File: config.mk
export PLATFORM = sky130hd
export DESIGN_NAME = matrix_refresh_scheduler
export DESIGN_NICKNAME = d
export VERILOG_FILES = /design/src/rtl/matrix_refresh_scheduler.sv
export SDC_FILE = /design/constraint.sdc
export NUM_CORES = 1
export LEC_CHECK = 0
export BUFFER_PORTS_ARGS = -buffer_cell sky130_fd_sc_hd__buf_2
export CORE_ASPECT_RATIO = 2
export CORE_MARGIN = 8
export CORE_UTILIZATION = 28
export CTS_BUF_LIST = sky130_fd_sc_hd__clkbuf_8
export DETAILED_ROUTE_END_ITERATION = 6
export PLACE_DENSITY_LB_ADDON = 0.12
export SLEW_MARGIN = 15
export SYNTH_ARGS = -nofsm -noshare
export SYNTH_HDL_FRONTEND = slang
export SYNTH_SLANG_ARGS = --single-unit
File: constraint.sdc
create_clock -name clk -period 3.3 [get_ports clk]
set_input_delay 0.33 -clock clk [delete_from_list [all_inputs] [get_ports clk]]
set_output_delay 0.33 -clock clk [all_outputs]
set_load 0.02 [all_outputs]
File: src/rtl/matrix_refresh_scheduler.sv
// Init, refresh and brightness sequencer for a 2x2 chain of MAX7219 drivers (16x16 display).
// Optional `DISPLAY_TEST_EN adds a test_mode input that shows a phase-toggling checkerboard.
module matrix_refresh_scheduler #(
  parameter logic [3:0]  BRIGHT_DEFAULT = 4'hF,
  parameter int unsigned PASS_GAP       = 0
) (
  input  logic              clk,
  input  logic              reset,
  input  logic [15:0][15:0] frame,
  input  logic              frame_valid,
  output logic              frame_ready,
  input  logic              bright_req,
  input  logic [3:0]        bright_lvl,
`ifdef DISPLAY_TEST_EN
  input  logic              test_mode,
`endif
  output logic [63:0]       word_data,
  output logic              word_start,
  input  logic              word_done,
  output logic              init_done
);

  typedef enum logic [2:0] {S_INIT, S_ROW, S_END, S_BRIGHT, S_GAP} state_t;

  localparam logic [15:0] GAP_LAST = 16'((PASS_GAP == 0) ? 0 : PASS_GAP - 1);

  state_t            state, state_nx;
  logic              busy;
  logic [2:0]        init_idx;
  logic [2:0]        row;
  logic [15:0]       gap_cnt;
  logic [15:0][15:0] active, shadow;
  logic              frame_pend;
  logic [3:0]        lvl, bright_word_lvl;
  logic              bright_pend;
  logic              issue, done_ok;
  logic [15:0]       init_word;
  logic [63:0]       row_word, word_next;
  logic [3:0]        ri, ci;
`ifdef DISPLAY_TEST_EN
  logic              phase;
`endif

  // NOTE: every always_comb output gets a default first so no path infers a latch.
  always_comb begin
    issue       = 1'b0;
    done_ok     = busy && word_done;
    state_nx    = state;
    frame_ready = !frame_pend && (state != S_END);
    case (state)
      S_INIT: begin
        issue = !busy;
        if (done_ok && init_idx == 3'd4) state_nx = S_ROW;
      end
      S_ROW: begin
        issue = !busy;
        if (done_ok && row == 3'd7) state_nx = S_END;
      end
      S_END: begin
        if (bright_pend)        state_nx = S_BRIGHT;
        else if (PASS_GAP == 0) state_nx = S_ROW;
        else                    state_nx = S_GAP;
      end
      S_BRIGHT: begin
        issue = !busy;
        if (done_ok) state_nx = (PASS_GAP == 0) ? S_ROW : S_GAP;
      end
      S_GAP: begin
        if (gap_cnt == GAP_LAST) state_nx = S_ROW;
      end
      default: state_nx = S_INIT;
    endcase
  end

  always_comb begin
    init_word = 16'h0C01;
    case (init_idx)
      3'd0:    init_word = 16'h0F00;
      3'd1:    init_word = 16'h0B07;
      3'd2:    init_word = 16'h0900;
      3'd3:    init_word = {12'h0A0, BRIGHT_DEFAULT};
      default: init_word = 16'h0C01;
    endcase
  end

  // Device d covers rows {d[1],row} and cols {d[0],c}; column 0 of a device lands in data bit 7.
  always_comb begin
    row_word = '0;
    ri       = '0;
    ci       = '0;
    for (int d = 0; d < 4; d++) begin
      row_word[d*16+8 +: 8] = 8'h01 + {5'd0, row};
      for (int c = 0; c < 8; c++) begin
        ri = {1'(d / 2), row};
        ci = {1'(d % 2), 3'(c)};
`ifdef DISPLAY_TEST_EN
        row_word[d*16 + 7 - c] = test_mode ? (ri[0] ^ ci[0] ^ phase) : active[ri][ci];
`else
        row_word[d*16 + 7 - c] = active[ri][ci];
`endif
      end
    end
  end

  always_comb begin
    word_next = row_word;
    case (state)
      S_INIT:   word_next = {4{init_word}};
      S_BRIGHT: word_next = {4{8'h0A, 4'h0, bright_word_lvl}};
      default:  word_next = row_word;
    endcase
  end

  // NOTE: sequential state uses non-blocking assignments only.
  always_ff @(posedge clk) begin
    if (reset) begin
      state           <= S_INIT;
      busy            <= 1'b0;
      init_idx        <= '0;
      row             <= '0;
      gap_cnt         <= '0;
      word_start      <= 1'b0;
      word_data       <= '0;
      init_done       <= 1'b0;
      // NOTE: the frame buffers are reset too, so a reset always blanks the display.
      active          <= '0;
      shadow          <= '0;
      frame_pend      <= 1'b0;
      lvl             <= '0;
      bright_word_lvl <= '0;
      bright_pend     <= 1'b0;
`ifdef DISPLAY_TEST_EN
      phase           <= 1'b0;
`endif
    end else begin
      state      <= state_nx;
      word_start <= issue;
      if (issue) begin
        word_data <= word_next;
        busy      <= 1'b1;
      end else if (done_ok) begin
        busy <= 1'b0;
      end

      if (done_ok && state == S_INIT) begin
        init_idx <= init_idx + 3'd1;
        if (init_idx == 3'd4) init_done <= 1'b1;
      end
      if (done_ok && state == S_ROW) row <= row + 3'd1;

      gap_cnt <= (state == S_GAP) ? gap_cnt + 16'd1 : 16'd0;

      if (state == S_END && frame_pend) active <= shadow;
      if (frame_valid && frame_ready) begin
        shadow     <= frame;
        frame_pend <= 1'b1;
      end else if (state == S_END) begin
        frame_pend <= 1'b0;
      end

      // The level is frozen at END; requests from END onwards belong to the next pass.
      if (state == S_END) bright_word_lvl <= lvl;
      if (bright_req) begin
        lvl         <= bright_lvl;
        bright_pend <= 1'b1;
      end else if (state == S_END) begin
        bright_pend <= 1'b0;
      end
`ifdef DISPLAY_TEST_EN
      if (state == S_END) phase <= ~phase;
`endif
    end
  end

endmodule

### Word level (Yosys, flattened, before mapping)

Cells that the tools add are included.

* flip-flop bits (word level): 614
* input bits: 265
* logic and storage cells: 103

* add/sub/neg operators: 4
* magnitude comparators: 2
* eq/ne operators: 14
* muxes and demuxes: 18
* bitwise logic cells: 1
* reductions and logical operators: 20

Operators with widths (count)
* one-hot mux 64 bit (2 select lines): 1
* binary-select mux 16 bit (select 3 bit): 2
* one-hot mux 11 bit (4 select lines): 1
* two-way mux 16 bit: 2
* adder 16 x 1 -> 16 bit, second input constant: 1
* zero test 16 bit: 1
* one-hot mux 3 bit (5 select lines): 1
* equality test 3 x 2 -> 1 bit, second input constant: 4
* two-way mux 3 bit: 4
* equality test 3 bit, second input constant: 3
* logical AND 1 bit: 8
* != test 2 bit, second input constant: 4
* adder 3 x 1 -> 3 bit, second input constant: 2
* equality test 3 x 1 -> 1 bit, second input constant: 2
* zero test 3 bit: 2
* two-way mux 1 bit: 6
* nonzero test 2 bit: 3
* less-than comparator 3 x 5 -> 1 bit, second input constant: 1
* less-than comparator 4 x 5 -> 1 bit, second input constant: 1
* adder 1 x 3 -> 4 bit, first input constant: 1
* AND reduction 4 bit: 1
* != test 3 x 2 -> 1 bit, second input constant: 1
* OR reduction 3 bit: 1
* zero test 1 bit: 2
* 4 further kinds: 4

### Depth between registers and ports, before layout

Gate-level depths: netlist of run 1.

* depth in word-level cells: 4
* gate-level depth with buffers: 9
* mapped depth without buffers: 6

### Least setup slack after synthesis of run 1

OpenSTA, ideal clock, no wires.

* kind: register to register
* start: register state[0]
* end: register shadow[0] in the netlist's numbering
* setup time: 0.070 ns
* data arrival time: 1.825 ns
* required time: 3.230 ns
* path slack: 1.404 ns
* stages on the path, launching flop included: 10
* clock period less this slack: 1.896 ns
* cells stage by stage: dfxtp_1 inv_1 ha_1 nor2_1 and2_1 buf_2 buf_2 buf_2 nand2_1 a21oi_1

* cells in the longest elaborated chain, start to end: 3

RTL lines
* start: declaration: line 27 `state_t state, state_nx;`
* start signal: assignment: line 136 `state <= state_nx;`
* != test 3 x 2 -> 1 bit: line 49 `frame_ready = !frame_pend && (state != S_END);`
* logical AND 1 bit: line 49
* named net frame_ready: line 11 `output logic frame_ready,`
* logical AND 1 bit: line 154 `if (frame_valid && frame_ready) begin`
* end signal: assignment: line 155 `shadow <= frame;`
* end: declaration: line 32 `logic [15:0][15:0] active, shadow;`

The timed path passes the listed nets, and every way through them passes these cells.
A chain may end at the register's enable or synchronous reset.

### Final worst setup path of run 1

* start: register state[0]
* end: output frame_ready

* cells in the longest elaborated chain, start to end: 2

RTL lines (line)
* != test 3 x 2 -> 1 bit: 49
* logical AND 1 bit: 49
* end: declaration: 11

No other way between the ends.

==> impl_results.md, run 1 <==
- Hold Vio Cnt, Final: 0
- Power per cell area: 618 mW/mm2
- Clock slew at reported path FFs: 0.07 ns
- Min-delay src: frame[100]
- Post-route clock period utilization: 0.691
- R2R depth: 8
- Area taken by multi-input logic gates: 0.00930 mm2
- Remaining Overflow, GRT: 0
- RR Endpoint: shadow[65]
- Worst vdd ir: 0.313 mV
- # IOs: 332
- Vias per Instance: 4.57
- Crit path setup slack, layout: 1.02 ns
- Core area: 0.0776 mm2
- Largest area contributor in the netlist: dfxtp_1
- Clock Latency Late Sink: 0.72 ns
- # H-tree levels: 3
- Drt first pass iters: 5
- Post-DRT Antenna Nets: 0
- Post-Route Skew: 0.0232 ns
- Share of post-route cells with drive strength above 1: 0.163
- Netlist area before placement: 0.0218 mm2
- Placement Setup Slack: 1.07 ns
- WP data arrival: 1.95 ns
- Status: finished clean
- Clock root cell: clkbuf_8
- Final min period: 2.28 ns
- Drt total wl: 77,100 um
- Static leakage: 10.8 nW
- Unique masters post-synth: 45
- Largest net degree at the start of global routing: 213
- Flop and latch count out of synthesis: 569
- Worst Hold Endpoint: shadow[100]
- Critical R2R Launch: state[0]
- Clock Path Buffers: 3
- Post-synth top area share: 0.522
- Post-synth top cells: nand2_1, dfxtp_1, a21oi_1
- Starting DRT DRC Count: 1,054
- Critical Path RT: 2.97 ns
- CP max-delay cell: dfxtp_1
- Sequential area share after synthesis: 0.522
- Post-synthesis cell count: 2,667
- Nets@finish: 3,440
- Actual transition at the worst max-transition pin: 1.14 ns
- Cell area after layout: 0.0287 mm2
- Most common cell in the synthesized netlist: nand2_1
- EDFF count, synth: 0
- Max-slew headroom: 0.238
- Row count: 145
- Max-slew violations: 0
- Worst-path maximum fanout: 5
- Final Setup Violations: 0
- DP Cell Count: 3,833
- Worst path bufs/invs: 2
- Yosys Warn Count: 0
- Tot GR Track Use: 0.173
- Post-route insts no fill: 4,259
- Placed Area: 0.0241 mm2
- Hold Path Stages: 4
- Final Wtd Congestion: 0.777
- R2R Setup Slk: 1.08 ns
- Area grow syn2layout: 31.3%
- Top post-synthesis cells by area: dfxtp_1, nand2_1, a21oi_1, mux4_2, mux2i_1
- Setup TNS: 0 ns
- Number of global-route vias before repair: 19,800
- Crit path cell chain: inv_1 -> ha_1 -> nor2_1 -> buf_2
- I/O Buffers: 315
- Commonest register cell after synthesis: dfxtp_1
- Via count: 19,500
- Starting Density: 0.281
- CTS tree: yes
- DIE AREA: 0.0877 mm2
- WS Path Type: register to output port
- Die height: 411 um
- Synth Area per Inst: 8.19 um2
- CTS Buf Count: 89
- DP HPWL: 50,900 um
- Worst min path class: primary input to register
- Wirelength per Cell: 18.1 um
- Tot Pwr: 17.7 mW
- # fillers: 8,311
- CP Capture Type: output port
- Max-cap violations: 0
- Crit path max-delay family: flip-flops
- Setup crit start kind: register
- First-pass GRT wire length: 118,000 um
- RSZ-0062 raised after global routing: no
- Initial antenna violation count: 1
- Async S/R FF share, synth: 0
- DRC Markers: 0
- Fmax: 439 MHz
- CTS Sinks: 569
- Register area: 0.0114 mm2
- Slowest Stage Delay on Critical Path: 0.41 ns
- Die width: 213 um
## report_power, final
part	internal (mW)	leakage [nW]	total, mW	switching, mW
combinational	1.19	5.07	3.52	2.33
clock	3.51	1.08	6.41	2.90
sequential	7.41	4.63	7.78	0.362
total	12.1	10.8	17.7	5.59
## final cells by class
class                           count  area share
Sequential cell                   569       0.397
Tap cell                         1029      0.0449
Antenna cell                        1   0.0000873
Inverter                           11     0.00144
Multi-Input combinational cell   1866       0.324
Clock buffer                      112      0.0538
Clock inverter                     45      0.0122
Timing Repair Buffer              626       0.166
## worst register-to-register path: cells and delay by family, from the launching register on
family / cells / cell delay (ns)
AND/OR/NAND/NOR: 3 / 0.79
buffers and inverters: 3 / 0.64
flip-flops: 1 / 0.41
adder cells (fa/ha/maj): 1 / 0.22
AO/OA/AOI/OAI: 1 / 0.10
## cell families (layout without fill, tap and decap cells)
logic type,after synthesis,count (layout),share of synthesized area
AND/OR/NAND/NOR,1118,1118,0.195
AO/OA/AOI/OAI,622,622,0.149
flip-flops,569,569,0.522
adder cells (fa/ha/maj),12,12,0.00687
XOR/XNOR,2,2,0.000802
multiplexers,96,96,0.0705
other,1,17,0.000172
buffers and inverters,247,794,0.0563
## sequential cells by signal, indices dropped and copies added (netlist names)
register and flops:
lvl 4, row 3, word_data 36, word_start 1, bright_pend 1, init_done 1
shadow 256, bright_word_lvl 4, busy 1, init_idx 3, active 256, frame_pend 1
state 2
## cell usage in the layout (no fill, tap or decap), types with 16 or more instances in the layout
| cell type | netlist | routed |
|---|---|---|
| mux2i_1 | 54 | 54 |
| buf_2 | 68 | 314 |
| o21ai_0 | 19 | 19 |
| mux4_2 | 28 | 28 |
| buf_4 | 33 | 30 |
| clkbuf_8 | 0 | 112 |
| a21oi_1 | 539 | 539 |
| nor2_1 | 24 | 24 |
| nand2_1 | 1069 | 1067 |
| conb_1 | 1 | 16 |
| inv_1 | 10 | 38 |
| a22oi_1 | 23 | 23 |
| dfxtp_1 | 569 | 567 |
| dlygate4sd3_1 | 0 | 268 |
## per-stage QoR
step / utilization / hold slack, ns
after floorplan: - / 0.429
after global placement: 0.310 / 0.423
after detailed placement: 0.310 / 0.429
after CTS: 0.369 / 0.275
after global routing: 0.369 / 0.339
final: 0.369 / 0.385
## what timing repair did
item	in CTS	in global routing
hold buffers	268	0
setup buffers	0	0
resized for setup	0	0
endpoints found under the hold margin	270	0
## how the worst max path moves through the flow
stage                         from  slack, ns           to  depth (start not counted)
after floorplan           state[0]       1.40    shadow[0]                          9
after global placement    state[0]       1.08  active[128]                          7
after detailed placement  state[0]       1.07   shadow[65]                          8
after CTS                 state[0]       0.91  frame_ready                          4
after global routing      state[0]       0.87  frame_ready                          4
final                     state[0]       1.02  frame_ready                          4
## per-layer routing
metal / up-vias / routed length (um) / GRT usage
li1: 9754 / - / -
met1: 9133 / 37300 / 0.240
met2: 500 / 33700 / 0.265
met3: 86 / 4420 / 0.0379
met4: 0 / 1730 / 0.0552
met5: - / 0 / 0
Note: power is estimated with default switching activity, not from simulation.
==> run 2: changes to the inputs <==
- ABC_AREA: default -> 1
- clock period: 3.3 -> 2.1 ns (I/O delays scaled with it)
==> run 2 against run 1 <==
Clock power is 56% higher; largest cell class unchanged; routed wire length is 7.2% higher; via count is 8.9% higher.
==> impl_results.md, run 2 <==
- CTS Sinks: 569 (unchanged)
- Commonest cells after routing, fill and taps aside: dfxtp_1, nor2_1, o21ai_0, buf_2, a21oi_1
- CP max-delay cell: dlygate4sd3_1
- Yosys Warn Count: 0 (unchanged)
- Worst vdd ir: 0.514 mV (+64%)
- # H-tree levels: 3 (unchanged)
- EDFF count, synth: 0 (unchanged)
- Fmax: 494 MHz
- DIE AREA: 0.0910 mm2 (+3.7%)
- Crit path setup slack, layout: 0.0766 ns (-0.944 ns)
- Commonest register cell after synthesis: dfxtp_1
- Crit path cell chain: inv_1 -> ha_1 -> buf_12 -> nor2_4 -> buf_6 -> a21oi_1 -> nor2_1 -> dlygate4sd3_1
- Placed Area: 0.0255 mm2 (+5.9%)
- Nets@finish: 3,870 (+13%)
- Tot GR Track Use: 0.179 (+0.00602)
- Clock slew at reported path FFs: 0.07 ns (about the same)
- NetSw: 6.11 mW (+9.4%)
- Row count: 147 (+1.4%)
- Commonest non-fill, non-tap cell in the layout: dfxtp_1
- Share of post-route cells with drive strength above 1: 0.155 (-0.00836)
- Async S/R FF share, synth: 0 (unchanged)
- Combinational power share: 0.098 (-0.101)
- Critical R2R Launch: state[0]
- Flop and latch count out of synthesis: 569 (unchanged)
- Flop pwr share: 0.483 (+0.044)
- Sw Ratio: 0.256 (-0.0592)
- Final min period: 2.02 ns
- DP HPWL: 58,400 um (+15%)
- Setup TNS: 0 ns (unchanged)
- Largest area contributor in the netlist: dfxtp_1
- Post-synth top cells: dfxtp_1, nor2_1, o21ai_0
- Post-Route Skew: 0.0315 ns (+0.00830 ns)
- Die width: 217 um (+1.8%)
- Wirelength per Cell: 17.6 um (-2.9%)
- DRC Markers: 0 (unchanged)
- Worst-path maximum fanout: 9 (+4)
- Post-route clock period utilization: 0.964
- Largest net degree at the start of global routing: 77 (-64%)
- Remaining Overflow, GRT: 0 (unchanged)
- I/O Buffers: 315 (unchanged)
- Slowest Stage Delay on Critical Path: 0.56 ns (+0.15 ns)
- Area grow syn2layout: 33.0%
- Post-synthesis cell count: 3,050 (+14%)
- Final Setup Violations: 0 (unchanged)
- Max-cap violations: 0 (unchanged)
- CP startpoint: state[0]
- Final Wtd Congestion: 0.799 (+2.8%)
- Core area: 0.0804 mm2 (+3.5%)
- Critical Path RT: 2.76 ns (-0.21 ns)
- Register area: 0.0114 mm2 (about the same)
- Initial antenna violation count: 7 (+6)
- Clock Path Buffers: 3 (unchanged)
- Worst min path class: primary input to register
- Drt first pass iters: 7 (+2)
- Setup crit start kind: register
- Sequential area share after synthesis: 0.502 (-0.0196)
- Max-slew violations: 0 (unchanged)
- Drt total wl: 82,700 um (+7.2%)
- # IOs: 332 (unchanged)
- Netlist area before placement: 0.0227 mm2 (+3.9%)
- Min-delay src: frame[174]
- Power per cell area: 789 mW/mm2 (+28%)
- Top post-synthesis cells by area: dfxtp_1, o21ai_0, nor2_1, a21oi_1, nand3_1
- Post-synth top area share: 0.502 (-0.0196)
- Clock root cell: clkbuf_8
- RSZ-0062 raised after global routing: yes
- Synth Area per Inst: 7.44 um2 (-9.1%)
- Status: finished clean
- WS Path Type: register to register
- CP Capture Type: register
- CTS tree: yes
- Static leakage: 12.7 nW (+17%)
- Top Registers: active (256), shadow (256), word_data (36)
- Clock Latency Late Sink: 0.74 ns (+0.02 ns)
- Area taken by multi-input logic gates: 0.00890 mm2 (-4.3%)
- Starting DRT DRC Count: 1,029 (-2.4%)
- Clock Power Share: 0.419 (+0.057)
- Die height: 419 um (+1.9%)
- # fillers: 8,676 (+4.4%)
- Starting Density: 0.282 (+0.00109)
- CTS Buf Count: 91 (+2.2%)
- Unique masters post-synth: 28 (-38%)
- Hold Vio Cnt, Final: 0 (unchanged)
- WP data arrival: 2.68 ns (+0.73 ns)
- Final hold slack: 0.259 ns (-0.126 ns)
- First-pass GRT wire length: 127,000 um (+7.4%)
- Post-DRT Antenna Nets: 0 (unchanged)
- Pint: 17.7 mW (+46%)
- Vias per Instance: 4.51 (-1.3%)
- Via count: 21,200 (+8.9%)
- Most common cell in the synthesized netlist: dfxtp_1
- Number of global-route vias before repair: 21,600 (+9.2%)
- Placement Setup Slack: 0.166 ns (-0.905 ns)
- Cell area after layout: 0.0302 mm2 (+5.3%)
-- run 2: worst max-delay path: cells and delay by family (launching register included) --
| family | cells | cell delay (ns) |
|---|---|---|
| buffers and inverters | 4 | 0.97 |
| DFF | 1 | 0.37 |
| adders and majority gates | 1 | 0.27 |
| and+or+nand+nor | 2 | 0.27 |
| AOI/OAI and AO/OA | 1 | 0.05 |
-- run 2: repair_timing --
item	4_1_cts	5_1_grt
pin swaps	1	0
setup buffers	1	0
endpoints found under the hold margin	301	0
resized for setup	3	3
setup endpoints to repair	1	3
cloned	0	0
hold buffers	276	0
-- run 2: final timing paths --
kind,endpoint,slack (ns),depth (start not counted)
worst max-delay path,busy,0.08,8
worst min-delay path,shadow[174],0.26,4
worst max register to register,busy,0.08,8
worst min register to register,active[193],0.45,2
-- run 2: per-layer routing --
layer | GRT usage | wire (um) | vias up | part of all wire
li1 | - | - | 10900 | -
met2 | 0.338 | 44100 | 454 | 0.53
met1 | 0.196 | 32900 | 9759 | 0.40
met4 | 0.0628 | 2120 | 2 | 0.026
met5 | 0 | 13 | - | 0.00016
met3 | 0.0344 | 3550 | 99 | 0.043
-- run 2: logic make-up (layout without fill, tap and decap cells) --
logic type	count (synthesis)	in the layout	share of synthesized area
DFF	569	569	0.502
other	1	19	0.000165
AOI/OAI and AO/OA	846	846	0.187
and+or+nand+nor	1093	1093	0.195
adders and majority gates	12	12	0.00662
buffers and inverters	529	1120	0.109
-- run 2: layout make-up --
cell class                 instances  area share
sequential                       569       0.378
multi-input combinational       1967       0.295
timing repair buffer             693       0.187
clock buffer                     123      0.0561
tap                             1043      0.0432
inverter                         271      0.0343
clock inverter                    33     0.00626
antenna                            3    0.000249
-- run 2: stage by stage --
step / total power [mW] / utilization / cells
floorplan: 12.8 / - / 3065
global placement: 13.7 / 0.317 / 4266
detailed placement: 13.7 / 0.317 / 4266
CTS: 24.3 / 0.375 / 4699
global route: 25.0 / 0.375 / 4700
finish: 23.8 / 0.376 / 4702
-- run 2: power groups by stage --
stage | logic (mW) | clock network, mW | registers [mW]
finish | 2.33 | 9.99 | 11.5
global route | 2.63 | 10.9 | 11.6
CTS | 2.38 | 10.4 | 11.5
detailed placement | 1.95 | 0 | 11.7
global placement | 1.94 | 0 | 11.7
floorplan | 1.16 | 0 | 11.7
==> run 3: changes to the inputs <==
- CORE_ASPECT_RATIO: 2 -> 0.8
==> run 3 against run 2 <==
Core utilization about the same; sequential cell count unchanged; clock power is 6% higher; critical path depth fell by 4; first-iteration DRC count grew 23%; critical path type is now register to output port.
==> impl_results.md, run 3 (synthesis gave the netlist of run 2 again) <==
- Hold Vio Cnt, Final: 0 (unchanged)
- Clock Path Buffers: 3 (unchanged)
- Via count: 21,200 (-0.27%)
- CP max-delay cell: dfxtp_1
- Flop pwr share: 0.472 (-0.011)
- Post-route clock period utilization: 0.917 (-0.0461)
- Max-slew violations: 0 (unchanged)
- DIE AREA: 0.0905 mm2 (-0.54%)
- Clock slew at reported path FFs: 0.06 ns (about the same)
- Crit path setup slack, layout: 0.173 ns (+0.0968 ns)
- Commonest non-fill, non-tap cell in the layout: dfxtp_1
- Final Setup Violations: 0 (unchanged)
- Number of global-route vias before repair: 21,200 (-1.7%)
- Power per cell area: 809 mW/mm2 (+2.5%)
- Core area: 0.0804 mm2 (about the same)
- RR Endpoint: shadow[197]
- CTS Sinks: 569 (unchanged)
- Final min period: 1.93 ns (-0.0968 ns)
- Static leakage: 12.7 nW (+0.22%)
- NetSw: 6.20 mW (+1.4%)
- RSZ-0062 raised after global routing: no
- # IOs: 332 (unchanged)
- WP data arrival: 1.72 ns (-0.96 ns)
- Crit path cell chain: inv_1 -> ha_1 -> nor2_4 -> buf_2
- I/O Buffers: 315 (unchanged)
- Worst vdd ir: 0.415 mV (-19%)
- First-pass GRT wire length: 125,000 um (-1.2%)
- Vias per Instance: 4.44 (-1.5%)
- # H-tree levels: 3 (unchanged)
- Largest net degree at the start of global routing: 74 (-3.9%)
- Slowest Stage Delay on Critical Path: 0.33 ns (-0.23 ns)
- Worst Hold Endpoint: shadow[184]
- WS Path Type: register to output port
- Worst path bufs/invs: 2 (-2)
- Setup TNS: 0 ns (unchanged)
- Setup crit start kind: register
- Drt total wl: 80,500 um (-2.7%)
- Placement Setup Slack: 0.205 ns (+0.0387 ns)
- Top Registers: active (256), shadow (256), word_data (36)
- Critical R2R Launch: state[0]
- CP startpoint: state[0]
- Worst-path maximum fanout: 2 (-7)
- Max-cap violations: 0 (unchanged)
- Combinational power share: 0.096 (-0.002)
- Pint: 18.3 mW (+3.0%)
- Starting DRT DRC Count: 1,269 (+23%)
- Postcts setup bufs: 0 (-1)
- DP HPWL: 56,800 um (-2.7%)
- Sw Ratio: 0.253 (-0.00299)
- Die width: 334 um (+54%)
- CTS tree: yes
- Fmax: 519 MHz (+5.0%)
- Row count: 93 (-37%)
- Starting Density: 0.282 (about the same)
- Min-delay src: frame[184]
- CTS Buf Count: 98 (+7.7%)
- Area grow syn2layout: 33.2%
- Clock Power Share: 0.432 (+0.013)
- Hold Path Stages: 4 (unchanged)
- Die height: 271 um (-35%)
- Clock root cell: clkbuf_8
- Commonest cells after routing, fill and taps aside: dfxtp_1, nor2_1, o21ai_0, buf_2, a21oi_1
- Final Wtd Congestion: 0.809 (+1.3%)
- Remaining Overflow, GRT: 0 (unchanged)
- Actual transition at the worst max-transition pin: 0.571 ns
- Drt first pass iters: 5 (-2)
- Wirelength per Cell: 16.9 um (-3.9%)
- Status: finished clean
- Clock Latency Late Sink: 0.70 ns (-0.04 ns)
- Initial antenna violation count: 2 (-5)
- Critical Path RT: 1.89 ns (-0.87 ns)
- R2R depth: 8 (unchanged)
- Nets@finish: 3,873 (+0.078%)
- Share of post-route cells with drive strength above 1: 0.157 (+0.00245)
- Post-Route Skew: 0.0294 ns (-0.00208 ns)
- Tot GR Track Use: 0.174 (-0.00511)
- Max-slew headroom: 0.619
- Crit path max-delay family: flip-flops
- CP Capture Type: output port
- Post-DRT Antenna Nets: 0 (unchanged)
- DRC Markers: 0 (unchanged)
- Worst min path class: primary input to register
- R2R Setup Slk: 0.19 ns (+0.11 ns)
-- run 3: worst min-delay path, cell delays in order --
cell and delay [ns]:
dlygate4sd3_1 0.51, buf_2 0.09, o21ai_0 0.07, nor2_1 0.07
-- run 3: layout make-up --
type                            instances  area, um2
Fill cell                            8488      50200
Sequential cell                       569      11400
Multi-Input combinational cell       1967       8900
Timing Repair Buffer                  689       5440
Clock buffer                          136       1870
Tap cell                             1092       1370
Inverter                              271       1040
Clock inverter                         37        205
Antenna cell                            2       5.00
-- run 3: worst max-delay path by stage --
| stage | end | slack, ns | depth (start not counted) |
|---|---|---|---|
| after detailed placement | shadow[197] | 0.20 | 8 |
| after global routing | frame_ready | 0.05 | 4 |
| after global placement | shadow[197] | 0.21 | 8 |
| after floorplan | shadow[100] | 0.46 | 9 |
| final | frame_ready | 0.17 | 4 |
| after CTS | frame_ready | 0.07 | 4 |
-- run 3: repair_timing --
item                                   4_1_cts  5_1_grt
hold buffers                               273        0
gates resized for setup                      0        0
endpoints found under the hold margin      288        0
-- run 3: per-layer routing --
metal / up-vias / wire length [um] / track usage
met4: 0 / 1850 / 0.0491
met5: - / 0 / 0
met3: 116 / 3390 / 0.0311
met2: 412 / 32300 / 0.248
met1: 9700 / 42900 / 0.264
li1: 10900 / - / -
-- run 3: through the flow --
| step | instances | power, mW | hold WS (ns) | cell area (um2) | util |
|---|---|---|---|---|---|
| after floorplan | 3065 | 12.8 | 0.279 | 22800 | - |
| after global placement | 4315 | 13.8 | 0.441 | 25400 | 0.316 |
| after detailed placement | 4315 | 13.8 | 0.443 | 25400 | 0.316 |
| after CTS | 4761 | 24.9 | 0.216 | 30200 | 0.376 |
| after global routing | 4762 | 25.7 | 0.270 | 30200 | 0.376 |
| final | 4763 | 24.5 | 0.302 | 30200 | 0.376 |
-- run 3: power by group through the flow --
stage	registers [mW]	logic, mW	clock network, mW
2_1_floorplan	11.7	1.16	0
3_3_place_gp	11.8	1.97	0
3_5_place_dp	11.8	1.97	0
4_1_cts	11.5	2.38	11.0
5_1_grt	11.6	2.64	11.5
6_report	11.5	2.34	10.6
